$ cat src/rtl/ts_pkg.sv
// ts_pkg: shared definitions for the TS mode controller.
//   mode_e        : per-channel mode encoding (IDLE/PASS/PLAY/REC)
//   cmd_t         : one resolved command (valid flag + target mode)
//   resolve_cmd   : collapses simultaneous command pulses, STOP > PASS > REC > PLAY
//   needs_resource: true for modes that reserve a shared engine (REC, PLAY)
package ts_pkg;

  typedef enum logic [1:0] {
    MODE_IDLE = 2'b00,
    MODE_PASS = 2'b01,
    MODE_PLAY = 2'b10,
    MODE_REC  = 2'b11
  } mode_e;

  typedef struct packed {
    logic  valid;
    mode_e mode;
  } cmd_t;

  // Priority order lives here so every channel resolves collisions identically.
  function automatic cmd_t resolve_cmd(input logic stop, input logic pass,
                                       input logic rec, input logic play);
    cmd_t c;
    c.valid = stop | pass | rec | play;
    if (stop) begin
      c.mode = MODE_IDLE;
    end else if (pass) begin
      c.mode = MODE_PASS;
    end else if (rec) begin
      c.mode = MODE_REC;
    end else if (play) begin
      c.mode = MODE_PLAY;
    end else begin
      c.mode = MODE_IDLE;
    end
    return c;
  endfunction

  function automatic logic needs_resource(input mode_e m);
    return (m == MODE_REC) || (m == MODE_PLAY);
  endfunction

endpackage

$ cat src/rtl/ts_mode_ch.sv
// ts_mode_ch: one TS channel -- byte counter, current mode and pending command.
//   i_clk, i_rst_n          : clock, asynchronous active-low reset
//   i_byte_valid            : TS byte strobe
//   i_pkt_start             : current valid byte is the sync byte (packet byte 0)
//   i_cmd                   : resolved command for this cycle
//   i_grant                 : shared resource granted (only consulted for REC/PLAY)
//   o_state                 : current mode
//   o_pending, o_pend_mode  : command waiting for the packet boundary
//   o_switched, o_reject    : one-cycle status pulses
module ts_mode_ch
  import ts_pkg::*;
#(
  parameter int PKT_LEN = 188,
  parameter int CW      = $clog2(PKT_LEN)
) (
  input  logic  i_clk,
  input  logic  i_rst_n,
  input  logic  i_byte_valid,
  input  logic  i_pkt_start,
  input  cmd_t  i_cmd,
  input  logic  i_grant,
  output mode_e o_state,
  output logic  o_pending,
  output mode_e o_pend_mode,
  output logic  o_switched,
  output logic  o_reject
);

  logic [CW-1:0] r_cnt;
  mode_e         r_state;
  logic          r_pend;
  mode_e         r_pend_mode;
  logic          r_switched;
  logic          r_reject;

  logic [CW-1:0] w_cnt_nx;
  mode_e         w_state_nx;
  logic          w_pend_nx;
  mode_e         w_pend_mode_nx;
  logic          w_reject_nx;
  logic          w_last;
  logic          w_boundary;
  logic          w_accept;

  // The counter holds the index of the next expected byte, so the last byte
  // of a packet is the one seen while it reads PKT_LEN-1.  A sync byte in
  // that slot is a resync, not a boundary.
  assign w_last     = (r_cnt == CW'(PKT_LEN - 1));
  assign w_boundary = i_byte_valid && w_last && !i_pkt_start;
  assign w_accept   = i_cmd.valid && (!needs_resource(i_cmd.mode) || i_grant);

  // Byte counter next value: sync byte loads 1, otherwise count and wrap.
  always_comb begin
    w_cnt_nx = r_cnt;
    if (i_byte_valid && i_pkt_start) begin
      w_cnt_nx = CW'(1);
    end else if (i_byte_valid) begin
      w_cnt_nx = w_last ? '0 : r_cnt + CW'(1);
    end else begin
      w_cnt_nx = r_cnt;
    end
  end

  // Mode/pending next value: immediate apply, defer to boundary, or no-op.
  always_comb begin
    w_state_nx     = r_state;
    w_pend_nx      = r_pend;
    w_pend_mode_nx = r_pend_mode;
    w_reject_nx    = i_cmd.valid && needs_resource(i_cmd.mode) && !i_grant;
    if (w_accept) begin
      if ((i_cmd.mode == MODE_IDLE) || (r_state == MODE_IDLE) || w_boundary) begin
        w_state_nx = i_cmd.mode;
        w_pend_nx  = 1'b0;
      end else if ((i_cmd.mode == r_state) && !r_pend) begin
        w_pend_nx = 1'b0;
      end else begin
        // Newest accepted command replaces whatever was waiting.
        w_pend_nx      = 1'b1;
        w_pend_mode_nx = i_cmd.mode;
      end
    end else if (w_boundary && r_pend) begin
      w_state_nx = r_pend_mode;
      w_pend_nx  = 1'b0;
    end else begin
      w_pend_nx = r_pend;
    end
  end

  // Channel registers; SWITCHED marks the cycle the new mode becomes visible.
  always_ff @(posedge i_clk or negedge i_rst_n) begin
    if (!i_rst_n) begin
      r_cnt       <= '0;
      r_state     <= MODE_IDLE;
      r_pend      <= 1'b0;
      r_pend_mode <= MODE_IDLE;
      r_switched  <= 1'b0;
      r_reject    <= 1'b0;
    end else begin
      r_cnt       <= w_cnt_nx;
      r_state     <= w_state_nx;
      r_pend      <= w_pend_nx;
      r_pend_mode <= w_pend_mode_nx;
      r_switched  <= (w_state_nx != r_state);
      r_reject    <= w_reject_nx;
    end
  end

  assign o_state     = r_state;
  assign o_pending   = r_pend;
  assign o_pend_mode = r_pend_mode;
  assign o_switched  = r_switched;
  assign o_reject    = r_reject;

endmodule

$ cat src/rtl/ts_mode_ctrl.sv
// ts_mode_ctrl: multi-channel TS mode controller with shared REC/PLAY engines.
//   CLOCK, RESET            : clock, asynchronous active-low reset
//   PASS/PLAY/REC/STOP      : per-channel command pulses
//   BYTE_VALID, PKT_START   : per-channel TS byte framing
//   STATE                   : per-channel mode, channel i at [2i+1:2i]
//   PENDING/SWITCHED/REJECT : per-channel status
//   REC_BUSY/REC_OWNER, PLAY_BUSY/PLAY_OWNER : shared engine reservations
module ts_mode_ctrl
  import ts_pkg::*;
#(
  parameter  int NUM_CH  = 2,
  parameter  int PKT_LEN = 188,
  parameter  int CW      = $clog2(PKT_LEN),
  localparam int OW      = (NUM_CH > 1) ? $clog2(NUM_CH) : 1
) (
  input  logic              CLOCK,
  input  logic              RESET,
  input  logic [NUM_CH-1:0] PASS,
  input  logic [NUM_CH-1:0] PLAY,
  input  logic [NUM_CH-1:0] REC,
  input  logic [NUM_CH-1:0] STOP,
  input  logic [NUM_CH-1:0] BYTE_VALID,
  input  logic [NUM_CH-1:0] PKT_START,
  output logic [2*NUM_CH-1:0] STATE,
  output logic [NUM_CH-1:0] PENDING,
  output logic [NUM_CH-1:0] SWITCHED,
  output logic [NUM_CH-1:0] REJECT,
  output logic              REC_BUSY,
  output logic              PLAY_BUSY,
  output logic [OW-1:0]     REC_OWNER,
  output logic [OW-1:0]     PLAY_OWNER
);

  cmd_t              w_cmd   [NUM_CH];
  mode_e             w_state [NUM_CH];
  mode_e             w_pmode [NUM_CH];
  logic [NUM_CH-1:0] w_pend;
  logic [NUM_CH-1:0] w_rec_grant;
  logic [NUM_CH-1:0] w_play_grant;
  logic [OW-1:0]     w_rec_gidx;
  logic [OW-1:0]     w_play_gidx;
  logic              w_rec_found;
  logic              w_play_found;
  logic              w_rec_hold;
  logic              w_play_hold;

  logic              r_rec_busy;
  logic              r_play_busy;
  logic [OW-1:0]     r_rec_owner;
  logic [OW-1:0]     r_play_owner;

  // Resolve per-channel command collisions before arbitration, so a REC or
  // PLAY masked by a higher-priority command never competes for an engine.
  always_comb begin
    for (int i = 0; i < NUM_CH; i++) begin
      w_cmd[i] = resolve_cmd(STOP[i], PASS[i], REC[i], PLAY[i]);
    end
  end

  // Engine arbitration (owner only when busy, else lowest index) and the
  // hold condition: owner still in, or waiting to enter, that mode.
  always_comb begin
    w_rec_grant  = '0;
    w_play_grant = '0;
    w_rec_gidx   = '0;
    w_play_gidx  = '0;
    w_rec_found  = 1'b0;
    w_play_found = 1'b0;
    w_rec_hold   = 1'b0;
    w_play_hold  = 1'b0;
    for (int i = 0; i < NUM_CH; i++) begin
      if (w_cmd[i].valid && (w_cmd[i].mode == MODE_REC) && !w_rec_found &&
          (!r_rec_busy || (r_rec_owner == OW'(i)))) begin
        w_rec_grant[i] = 1'b1;
        w_rec_gidx     = OW'(i);
        w_rec_found    = 1'b1;
      end else begin
        w_rec_grant[i] = 1'b0;
      end
      if (w_cmd[i].valid && (w_cmd[i].mode == MODE_PLAY) && !w_play_found &&
          (!r_play_busy || (r_play_owner == OW'(i)))) begin
        w_play_grant[i] = 1'b1;
        w_play_gidx     = OW'(i);
        w_play_found    = 1'b1;
      end else begin
        w_play_grant[i] = 1'b0;
      end
      if (r_rec_owner == OW'(i) &&
          ((w_state[i] == MODE_REC) || (w_pend[i] && (w_pmode[i] == MODE_REC)))) begin
        w_rec_hold = 1'b1;
      end else begin
        w_rec_hold = w_rec_hold;
      end
      if (r_play_owner == OW'(i) &&
          ((w_state[i] == MODE_PLAY) || (w_pend[i] && (w_pmode[i] == MODE_PLAY)))) begin
        w_play_hold = 1'b1;
      end else begin
        w_play_hold = w_play_hold;
      end
    end
  end

  // Reservation registers: a fresh grant wins, otherwise hold or release.
  always_ff @(posedge CLOCK or negedge RESET) begin
    if (!RESET) begin
      r_rec_busy   <= 1'b0;
      r_rec_owner  <= '0;
      r_play_busy  <= 1'b0;
      r_play_owner <= '0;
    end else begin
      if (w_rec_found) begin
        r_rec_busy  <= 1'b1;
        r_rec_owner <= w_rec_gidx;
      end else if (r_rec_busy && w_rec_hold) begin
        r_rec_busy  <= 1'b1;
      end else begin
        r_rec_busy  <= 1'b0;
        r_rec_owner <= '0;
      end
      if (w_play_found) begin
        r_play_busy  <= 1'b1;
        r_play_owner <= w_play_gidx;
      end else if (r_play_busy && w_play_hold) begin
        r_play_busy  <= 1'b1;
      end else begin
        r_play_busy  <= 1'b0;
        r_play_owner <= '0;
      end
    end
  end

  for (genvar g = 0; g < NUM_CH; g++) begin : g_ch
    ts_mode_ch #(
      .PKT_LEN (PKT_LEN),
      .CW      (CW)
    ) u_ch (
      .i_clk        (CLOCK),
      .i_rst_n      (RESET),
      .i_byte_valid (BYTE_VALID[g]),
      .i_pkt_start  (PKT_START[g]),
      .i_cmd        (w_cmd[g]),
      .i_grant      (w_rec_grant[g] | w_play_grant[g]),
      .o_state      (w_state[g]),
      .o_pending    (w_pend[g]),
      .o_pend_mode  (w_pmode[g]),
      .o_switched   (SWITCHED[g]),
      .o_reject     (REJECT[g])
    );
    assign STATE[2*g +: 2] = w_state[g];
  end

  assign PENDING    = w_pend;
  assign REC_BUSY   = r_rec_busy;
  assign REC_OWNER  = r_rec_owner;
  assign PLAY_BUSY  = r_play_busy;
  assign PLAY_OWNER = r_play_owner;

endmodule

$ cat config.mk
export PLATFORM = sky130hd
export DESIGN_NAME = ts_mode_ctrl
export DESIGN_NICKNAME = d
export VERILOG_FILES = /design/src/rtl/ts_pkg.sv /design/src/rtl/ts_mode_ch.sv /design/src/rtl/ts_mode_ctrl.sv
export SDC_FILE = /design/constraint.sdc
export NUM_CORES = 1
export LEC_CHECK = 0
export BUFFER_PORTS_ARGS = -buffer_cell sky130_fd_sc_hd__buf_2
export CAP_MARGIN = 15
export CORE_MARGIN = 2
export CORE_UTILIZATION = 30
export CTS_CLUSTER_DIAMETER = 100
export CTS_CLUSTER_SIZE = 16
export DETAILED_ROUTE_END_ITERATION = 8
export PLACE_DENSITY = 0.5
export SLEW_MARGIN = 25
export SYNTH_ARGS = -nofsm -noshare
export SYNTH_HDL_FRONTEND = slang
export SYNTH_SLANG_ARGS = --single-unit
$ cat constraint.sdc
create_clock -name CLOCK -period 4.95 [get_ports CLOCK]
set_input_delay 0 -clock CLOCK [delete_from_list [all_inputs] [get_ports CLOCK]]
set_output_delay 0 -clock CLOCK [all_outputs]
set_load 0.1 [all_outputs]
==> run summary, run 1 <==
Comb power frac - 35.1%
CP Capture Point - g_ch[0].u_ch.o_switched$_DFF_PN0_
most frequent cells in the layout - dfrtp_1, nor2_1, buf_2
post-synth top area share - 42.6%
CORE AREA - 6390 um^2
die boundary height - 85.6 um
share of layout cells above drive strength 1 - 22.4%
overflow left after global routing - 0
CTS Buf Count - 5
Clock Tree Buf Depth - 2
First-pass DRT Iterations - 4
CTS tree - done
synth top area cells - dfrtp_1, nor2_1, nand2_1
routed len/inst - 13.2 um
Sw Ratio - 42.5%
DP HPWL - 3110 um
nets - 260
peak supply drop - 0.192 mV
Critical Path Start - g_ch[0].u_ch.r_cnt[0]$_DFFE_PN0P_
Clk pwr share - 23.8%
# diodes - 0
fill count - 654
Final Routed Wirelength - 4250 um
post-synth net total - 233
largest area contributor in the netlist - dfrtp_1
Worst EP arrival - 2.48 ns
Mapped Cells - 217
Worst slew margin - 47.4%
GP Congestion - 0.827
startpoint types - flop
switching pwr - 383 uW
Area Overhead vs Synth - 14.3%
measured slew at the worst slew-check pin - 0.790 ns
Seq/Total Area, Yosys - 42.6%
Initial Util - 31.3%
Avg Cell Area, Syn - 9.21 um^2
async set-reset flop share out of synthesis - 100%
depth of the most critical reg-to-reg path - 7
clock root cell - clkbuf_8
PostCTS Resize Cnt - 0
final cycle utilization of the critical path - 45.6%
clk sinks - 34
fmax - 0.443 GHz
EDFF count, synth - 0
R2R setup slack - 2.69 ns
area of the mapped netlist - 2000 um^2
CP Data Required Time - 5.17 ns
DR DRC count - 0
power density over the cells - 394 nW/um^2
Post-CTS Setup Inserts - 0
# IOs - 28
Tot GR Track Use - 12.8%
largest net degree at the start of global routing - 35
H-tree depth - 2
reg-to-reg startpoint - g_ch[0].u_ch.r_cnt[0]$_DFFE_PN0P_
die width - 85.6 um
Netlist cell types - 58
Vias/cell - 4.95
antenna violations before repair - 0
Setup TNS Final - 0 ns
Setup crit end kind - flop
Final Setup Violations - 0
type of the worst setup path - reg2reg
Worst R2R End - g_ch[0].u_ch.o_switched$_DFF_PN0_
unrepaired setup endpoints after global routing - false
ys flop type - dfrtp_1
most common cell after layout, fill and taps aside - dfrtp_1
Worst Hold Depth - 3
leak pwr - 0.000998 uW
number of global-route vias before repair - 1587
Site Rows - 29
Final Hold Fails - 0
synthesized flop and latch total - 34
Die Area - 7330 um^2
worst hold start - PKT_START[1]
Reg power frac - 41.1%
Final min period - 2.26 ns
Core Util, Final - 35.8%
clk slew on worst S/H paths - 0.07 ns
DRT antenna net count - 0
Yosys warning total - 0
clock skew - 0.00401 ns
worst min path class - in2reg
vias after detailed routing - 1593
worst-skew pair later-pin latency - 0.28 ns
initial DRC count - 107
Slew Limit Fails - 0
status - complete, no violations
PortBufs - 27
Int Power - 517 uW
first-pass GRT wire length - 7490 um
MaxCap Viol Count - 0
maximum fanout along the worst path - 8
==> critical path: stages (launching register included) <==
cell       delay (ns)
dfrtp_1          0.40
ha_1             0.23
nand4bb_1        0.14
nor4b_1          0.58
a2111o_1         0.22
o21ai_1          0.20
o221ai_1         0.28
a22o_1           0.15
==> timing repair <==
action	CTS	global route
hold endpoints to repair	35	0
setup endpoints to repair	0	0
hold buffers	2	0
==> through the flow <==
stage	setup WS [ns]	instance area, um^2	total power [uW]	instances	hold slack, ns
2_1_floorplan	2.25	2000	637	217	-0.296
3_3_place_gp	2.82	2170	692	312	0.148
3_5_place_dp	2.70	2170	691	312	0.147
4_1_cts	2.68	2290	914	322	0.0184
5_1_grt	2.38	2290	959	322	0.0422
6_report	2.69	2290	900	322	0.0360
==> routing by layer <==
metal  global-route usage, %  part of all wire (%)
met1                    17.2                    50
met2                    19.8                    45
met3                    2.69                   3.6
met4                    5.92                   1.9
met5                       0                     0
==> synthesized netlist by cell type, types with 3 or more instances <==
cell	number
dfrtp_1	34
nor2_1	31
nand2_1	19
inv_1	13
o21ai_0	11
nand3_1	8
a21oi_1	7
xnor2_1	7
buf_4	6
o22ai_1	6
a31oi_1	5
xor2_1	5
o221ai_1	4
clkbuf_1	3
nand2b_1	3
nand4_1	3
nor3_1	3
==> area by class of cell <==
class / count / area, um^2 / area share, %
clock inverters: 1 / 5.00 / 0.219
inverters: 13 / 48.8 / 2.13
clock buffers: 7 / 86.3 / 3.78
multi-input cells: 161 / 1040 / 45.6
well taps: 77 / 96.3 / 4.21
repair buffers: 29 / 155 / 6.79
flip-flops and latches: 34 / 851 / 37.2
==> logic make-up (layout without fill, tap and decap cells) <==
kind of cell / Yosys count / in the layout / synth area share (%)
AO/OA/AOI/OAI: 53 / 53 / 19.6
buffers and inverters: 22 / 50 / 5.26
flip-flops: 34 / 34 / 42.6
XOR/XNOR: 12 / 12 / 5.26
adder cells (fa/ha/maj): 2 / 2 / 1.25
AND/OR/NAND/NOR: 90 / 90 / 23.9
multiplexers: 4 / 4 / 2.13
==> how the worst min path moves through the flow <==
stage	endpoint	slack, ns
6_report	g_ch[1].u_ch.r_cnt[0]$_DFFE_PN0P_	0.04
2_1_floorplan	PLAY_BUSY$_DFF_PN0_	-0.30
3_3_place_gp	g_ch[0].u_ch.r_cnt[2]$_DFFE_PN0P_	0.15
5_1_grt	g_ch[1].u_ch.r_cnt[0]$_DFFE_PN0P_	0.04
3_5_place_dp	g_ch[0].u_ch.r_cnt[4]$_DFFE_PN0P_	0.15
4_1_cts	g_ch[0].u_ch.r_cnt[0]$_DFFE_PN0P_	0.02
==> power groups by stage <==
stage | Clock [uW] | Sequential (uW) | Combinational, uW
4_1_cts | 226 | 369 | 318
3_3_place_gp | 0 | 374 | 317
6_report | 214 | 370 | 316
3_5_place_dp | 0 | 374 | 317
2_1_floorplan | 0 | 430 | 206
5_1_grt | 243 | 377 | 340
==> sequential cells by signal (all words and copies together) (netlist names) <==
name	count
g_ch.u_ch.o_switched	2
g_ch.u_ch.o_state	4
g_ch.u_ch.o_pend_mode	4
REC_BUSY	1
PLAY_OWNER	1
g_ch.u_ch.o_pending	2
REC_OWNER	1
PLAY_BUSY	1
g_ch.u_ch.o_reject	2
g_ch.u_ch.r_cnt	16
(Power assumes the default switching activity.)
==> run 2, diff against run 1 <==
Settings changed: PLACE_DENSITY 0.5 to 0.52.
Clock period 4.95 ns to 2 ns, I/O delays scaled along.
==> run 2 against run 1 <==
Net effect:
- the run now ends with setup timing left
- flip-flop and latch count did not move
- first-iteration DRC count is 34% lower
- clock skew grew 0.0017 ns
- wire length is 5.3% higher
- combinational power rose to 2.8 times the previous value
- sequential share of layout area is 3.3 points lower
- non-clock buffer count increased by 21
- hold slack better by 0.0012 ns
- global-route usage up 0.26 points
==> run summary, run 2 (synthesis gave the netlist of run 1 again) <==
final cycle utilization of the critical path - 104%
Slowest Stage Delay on Critical Path - 0.53 ns
die width - 85.6 um
First-pass DRT Iterations - 4
Worst slew margin - 49.0%
maximum fanout along the worst path - 3
switching pwr - 979 uW
share of layout cells above drive strength 1 - 33.8%
Final Hold Fails - 0
type of the worst setup path - reg2reg
DR DRC count - 0
Int Power - 1430 uW
failing checks - setup timing
fill count - 635
Clk pwr share - 24.9%
Seq. cell area - 867 um^2
GP Congestion - 0.841
most frequent cells in the layout - nor2_1, dfrtp_1, buf_2
unrepaired setup endpoints after global routing - true
# diodes - 0
vias after detailed routing - 1693
clock skew - 0.00572 ns
CTS Buf Count - 5
Vias/cell - 4.94
DRT antenna net count - 0
clk slew on worst S/H paths - 0.07 ns
DP HPWL - 3310 um
number of global-route vias before repair - 1667
Reg power frac - 38.2%
Final Routed Wirelength - 4470 um
# IOs - 28
worst-skew pair later-pin latency - 0.28 ns
Tot GR Track Use - 13.1%
Setup crit end kind - flop
Core Util, Final - 40.0%
worst path cell trace - and2b_2, or4b_4, o21ai_4, nor2_2, nor3_4, mux2_4
Die Area - 7330 um^2
R2R setup slack - -0.08 ns
Worst EP arrival - 2.25 ns
Sw Ratio - 40.7%
Multi-input gate area - 1110 um^2
Most flops, register - g_ch.u_ch.r_cnt
power density over the cells - 942 nW/um^2
max FFs per register - 16
peak supply drop - 0.582 mV
Final Setup Violations - 5
Final min period - 2.08 ns
worst slack, placed - -0.0972 ns
PortBufs - 27
worst min path class - in2reg
MaxCap Viol Count - 0
most common cell after layout, fill and taps aside - nor2_1
nets - 281
overflow left after global routing - 0
routed len/inst - 13.0 um
Clock Tree Buf Depth - 2
status - finished, violations left
initial DRC count - 71
leak pwr - 0.00113 uW
antenna violations before repair - 0
largest net degree at the start of global routing - 35
CORE AREA - 6390 um^2
clk sinks - 34
die boundary height - 85.6 um
Site Rows - 29
final setup margin - -0.0826 ns
fmax - 0.480 GHz
H-tree depth - 2
startpoint types - flop
Area Overhead vs Synth - 27.7%
Initial Util - 31.3%
clock root cell - clkbuf_8
measured slew at the worst slew-check pin - 0.765 ns
Comb power frac - 36.9%
first-pass GRT wire length - 7590 um
Slew Limit Fails - 0
CTS tree - done
CP Data Required Time - 2.17 ns
CP max-delay cell - or4b_4
-- run 2: cell types whose count changed in the layout (fill, tap and decap cells not counted), moves of 2 or more --
cell,before,now
dfrtp_1,34,27
mux2_4,0,2
clkbuf_8,6,8
dfrtp_2,0,4
dfrtp_4,0,3
buf_6,0,3
buf_4,0,18
-- run 2: final timing paths --
kind                                              startpoint                                       to  cells past startpoint
min                                             PKT_START[1]        g_ch[1].u_ch.r_cnt[0]$_DFFE_PN0P_                      3
max in group asynchronous                              RESET                      PLAY_BUSY$_DFF_PN0_                      2
max                                      PLAY_BUSY$_DFF_PN0_  g_ch[1].u_ch.o_pend_mode[0]$_DFFE_PN0P_                      6
min reg2reg                g_ch[1].u_ch.r_cnt[5]$_DFFE_PN0P_        g_ch[1].u_ch.r_cnt[5]$_DFFE_PN0P_                      2
max reg2reg                              PLAY_BUSY$_DFF_PN0_  g_ch[1].u_ch.o_pend_mode[0]$_DFFE_PN0P_                      6
min in group asynchronous                              RESET        g_ch[1].u_ch.o_state[1]$_DFF_PN0_                      2
-- run 2: stage by stage --
step	cells	setup TNS [ns]	power [uW]	hold slack, ns	cell area [um^2]
finish	343	-0.203	2410	0.0372	2550
global route	343	-0.528	2550	0.0157	2550
CTS	342	-0.206	2410	0.0181	2500
detailed placement	331	-0.327	1770	0.135	2350
global placement	331	-0.272	1780	0.132	2350
floorplan	217	-0.960	1590	-0.296	2030
-- run 2: power by group through the flow --
stage	Combinational, uW	Clock [uW]	Sequential, uW
CTS	867	626	915
global placement	848	0	929
floorplan	512	0	1070
detailed placement	848	0	927
global route	948	663	934
finish	888	600	918
-- run 2: timing repair --
action                                  4_1_cts  5_1_grt
endpoints found under the setup margin        7       10
endpoints found under the hold margin        35        0
buffers inserted                              1        1
gates resized for setup                       4        9
pin swaps                                     6        5
hold buffers                                  2        0
-- run 2: cell type report --
type                       instances  area share, %
inverter                          13           1.91
multi-input combinational        161           43.4
sequential                        34           34.0
clock buffer                       8           4.31
tap                               77           3.77
timing repair buffer              50           12.7
-- run 2: critical path, delay by kind of cell (launching register included) --
| family | cells | cell delay (ns) |
|---|---|---|
| AND/OR/NAND/NOR | 4 | 1.01 |
| flip-flops | 1 | 0.48 |
| multiplexers | 1 | 0.31 |
| AO/OA/AOI/OAI | 1 | 0.17 |
-- run 2: routing by layer --
layer	global-route usage (%)	routed length [um]	vias up
li1	-	-	865
met1	17.7	2150	791
met2	20.3	2100	32
met3	2.69	146	5
met4	5.63	64	0
met5	0	0	-
==> run 3, diff against run 2 <==
Settings changed: RECOVER_POWER set to 100.
==> run 3 against run 2 <==
Net effect:
- the flow still finishes with violations (setup timing)
- clock power is essentially flat
- combinational power down 1%
- first-iteration DRC count rose by 8.5%
- sequential power about the same
- non-clock buffer count stayed put
- hold slack lost 0.0016 ns
- design area decreased by 0.74%
- critical path depth is the same
- count of clock-buffer cells in the layout unchanged
- maximum frequency about the same
- die area unchanged
- largest power group unchanged
- highest routed layer unchanged
==> run summary, run 3 (synthesis gave the netlist of run 1 again) <==
depth of the most critical reg-to-reg path - 6
clock root cell - clkbuf_8
largest net degree at the start of global routing - 35
CTS Buf Count - 5
Final min period - 2.08 ns
nets - 281
GP Congestion - 0.841
Multi-input gate area - 1110 um^2
fmax - 0.480 GHz
Worst Hold Depth - 3
post-route cell area - 2530 um^2
Final Hold Fails - 0
vias after detailed routing - 1695
power density over the cells - 945 nW/um^2
final std cells w/o fill - 343
# IOs - 28
First-pass DRT Iterations - 4
fill count - 637
Seq. cell area - 867 um^2
Clock Tree Buf Depth - 2
CTS tree - done
unrepaired setup endpoints after global routing - true
peak supply drop - 0.576 mV
first-pass GRT wire length - 7590 um
number of global-route vias before repair - 1667
CORE AREA - 6390 um^2
most frequent cells in the layout - nor2_1, dfrtp_1, nand2_1
antenna violations before repair - 0
MaxCap Viol Count - 0
PortBufs - 27
placed cells - 331
Placed Area - 2350 um^2
Initial Util - 31.3%
Slew Limit Fails - 0
startpoint types - flop
final cycle utilization of the critical path - 104%
Final Routed Wirelength - 4470 um
worst-skew pair later-pin latency - 0.28 ns
most common cell after layout, fill and taps aside - nor2_1
Worst slew margin - 22.3%
max FFs per register - 16
share of layout cells above drive strength 1 - 28.9%
clk slew on worst S/H paths - 0.07 ns
Tot GR Track Use - 13.1%
Area Overhead vs Synth - 26.8%
# diodes - 0
Most flops, register - g_ch.u_ch.r_cnt
measured slew at the worst slew-check pin - 1.17 ns
Die Area - 7330 um^2
maximum fanout along the worst path - 3
CP Data Required Time - 2.17 ns
final setup margin - -0.0827 ns
routed len/inst - 13.0 um
initial DRC count - 77
Worst EP arrival - 2.25 ns
Setup crit end kind - flop
die boundary height - 85.6 um
type of the worst setup path - reg2reg
Final Power - 2400 uW
clk sinks - 34
leak pwr - 0.00108 uW
Site Rows - 29
DP HPWL - 3310 um
worst slack, placed - -0.0972 ns
Core Util, Final - 39.7%
DRT antenna net count - 0
Vias/cell - 4.94
DR DRC count - 0
H-tree depth - 2
Final Setup Violations - 5
clock skew - 0.00564 ns
die width - 85.6 um
failing checks - setup timing
overflow left after global routing - 0
status - finished, violations left
worst min path class - in2reg
## run 3: cell types whose count changed in the layout (fill, tap and decap cells not counted)
cell / delta
buf_2: -14
clkbuf_1: +13
and2_0: +1
buf_4: -1
and2_1: -1
clkbuf_2: +2
## run 3: worst paths after layout
| kind | start | to | slack (ns) |
|---|---|---|---|
| max in group asynchronous | RESET | PLAY_BUSY$_DFF_PN0_ | 1.01 |
| worst min register to register | g_ch[1].u_ch.r_cnt[5]$_DFFE_PN0P_ | g_ch[1].u_ch.r_cnt[5]$_DFFE_PN0P_ | 0.55 |
| worst max register to register | PLAY_BUSY$_DFF_PN0_ | g_ch[1].u_ch.o_pend_mode[0]$_DFFE_PN0P_ | -0.08 |
| worst min-delay path | PKT_START[1] | g_ch[1].u_ch.r_cnt[0]$_DFFE_PN0P_ | 0.04 |
| min in group asynchronous | RESET | g_ch[1].u_ch.o_state[1]$_DFF_PN0_ | 0.36 |
| worst max-delay path | PLAY_BUSY$_DFF_PN0_ | g_ch[1].u_ch.o_pend_mode[0]$_DFFE_PN0P_ | -0.08 |
## run 3: area by class of cell
type / count / share of cell area [%]
timing repair buffer: 50 / 12.0
sequential: 34 / 34.2
clock buffer: 8 / 4.34
tap: 77 / 3.80
inverter: 13 / 1.92
multi-input combinational: 161 / 43.7
## run 3: what timing repair did
item                                    4_1_cts  5_1_grt
resized for setup                             4        9
pin swaps                                     6        5
buffers inserted                              1        1
endpoints found under the hold margin        35        0
hold buffers                                  2        0
endpoints found under the setup margin        7       10
## run 3: worst max-delay path, cell delays in order, from the launching register on
cell	delay, ns
dfrtp_4	0.48
and2b_2	0.21
or4b_4	0.53
o21ai_4	0.17
nor2_2	0.07
nor3_4	0.20
mux2_4	0.31
## run 3: through the flow
step                hold WS, ns  TNS [ns]
floorplan                -0.296    -0.960
global placement          0.132    -0.272
detailed placement        0.135    -0.327
CTS                      0.0181    -0.206
global route             0.0156    -0.719
finish                   0.0356    -0.204
## run 3: per-layer routing
metal | share of wire (%) | track usage (%) | up-vias
li1 | - | - | 864
met1 | 48 | 17.7 | 794
met2 | 47 | 20.3 | 32
met3 | 3.2 | 2.69 | 5
met4 | 1.4 | 5.63 | 0
met5 | 0 | 0 | -
## run 3: power by group
part           total [uW]  internal, uW  switching (uW)
Combinational         875           266             609
Clock                 600           348             252
Sequential            920           801             120
Total                2400          1410             981
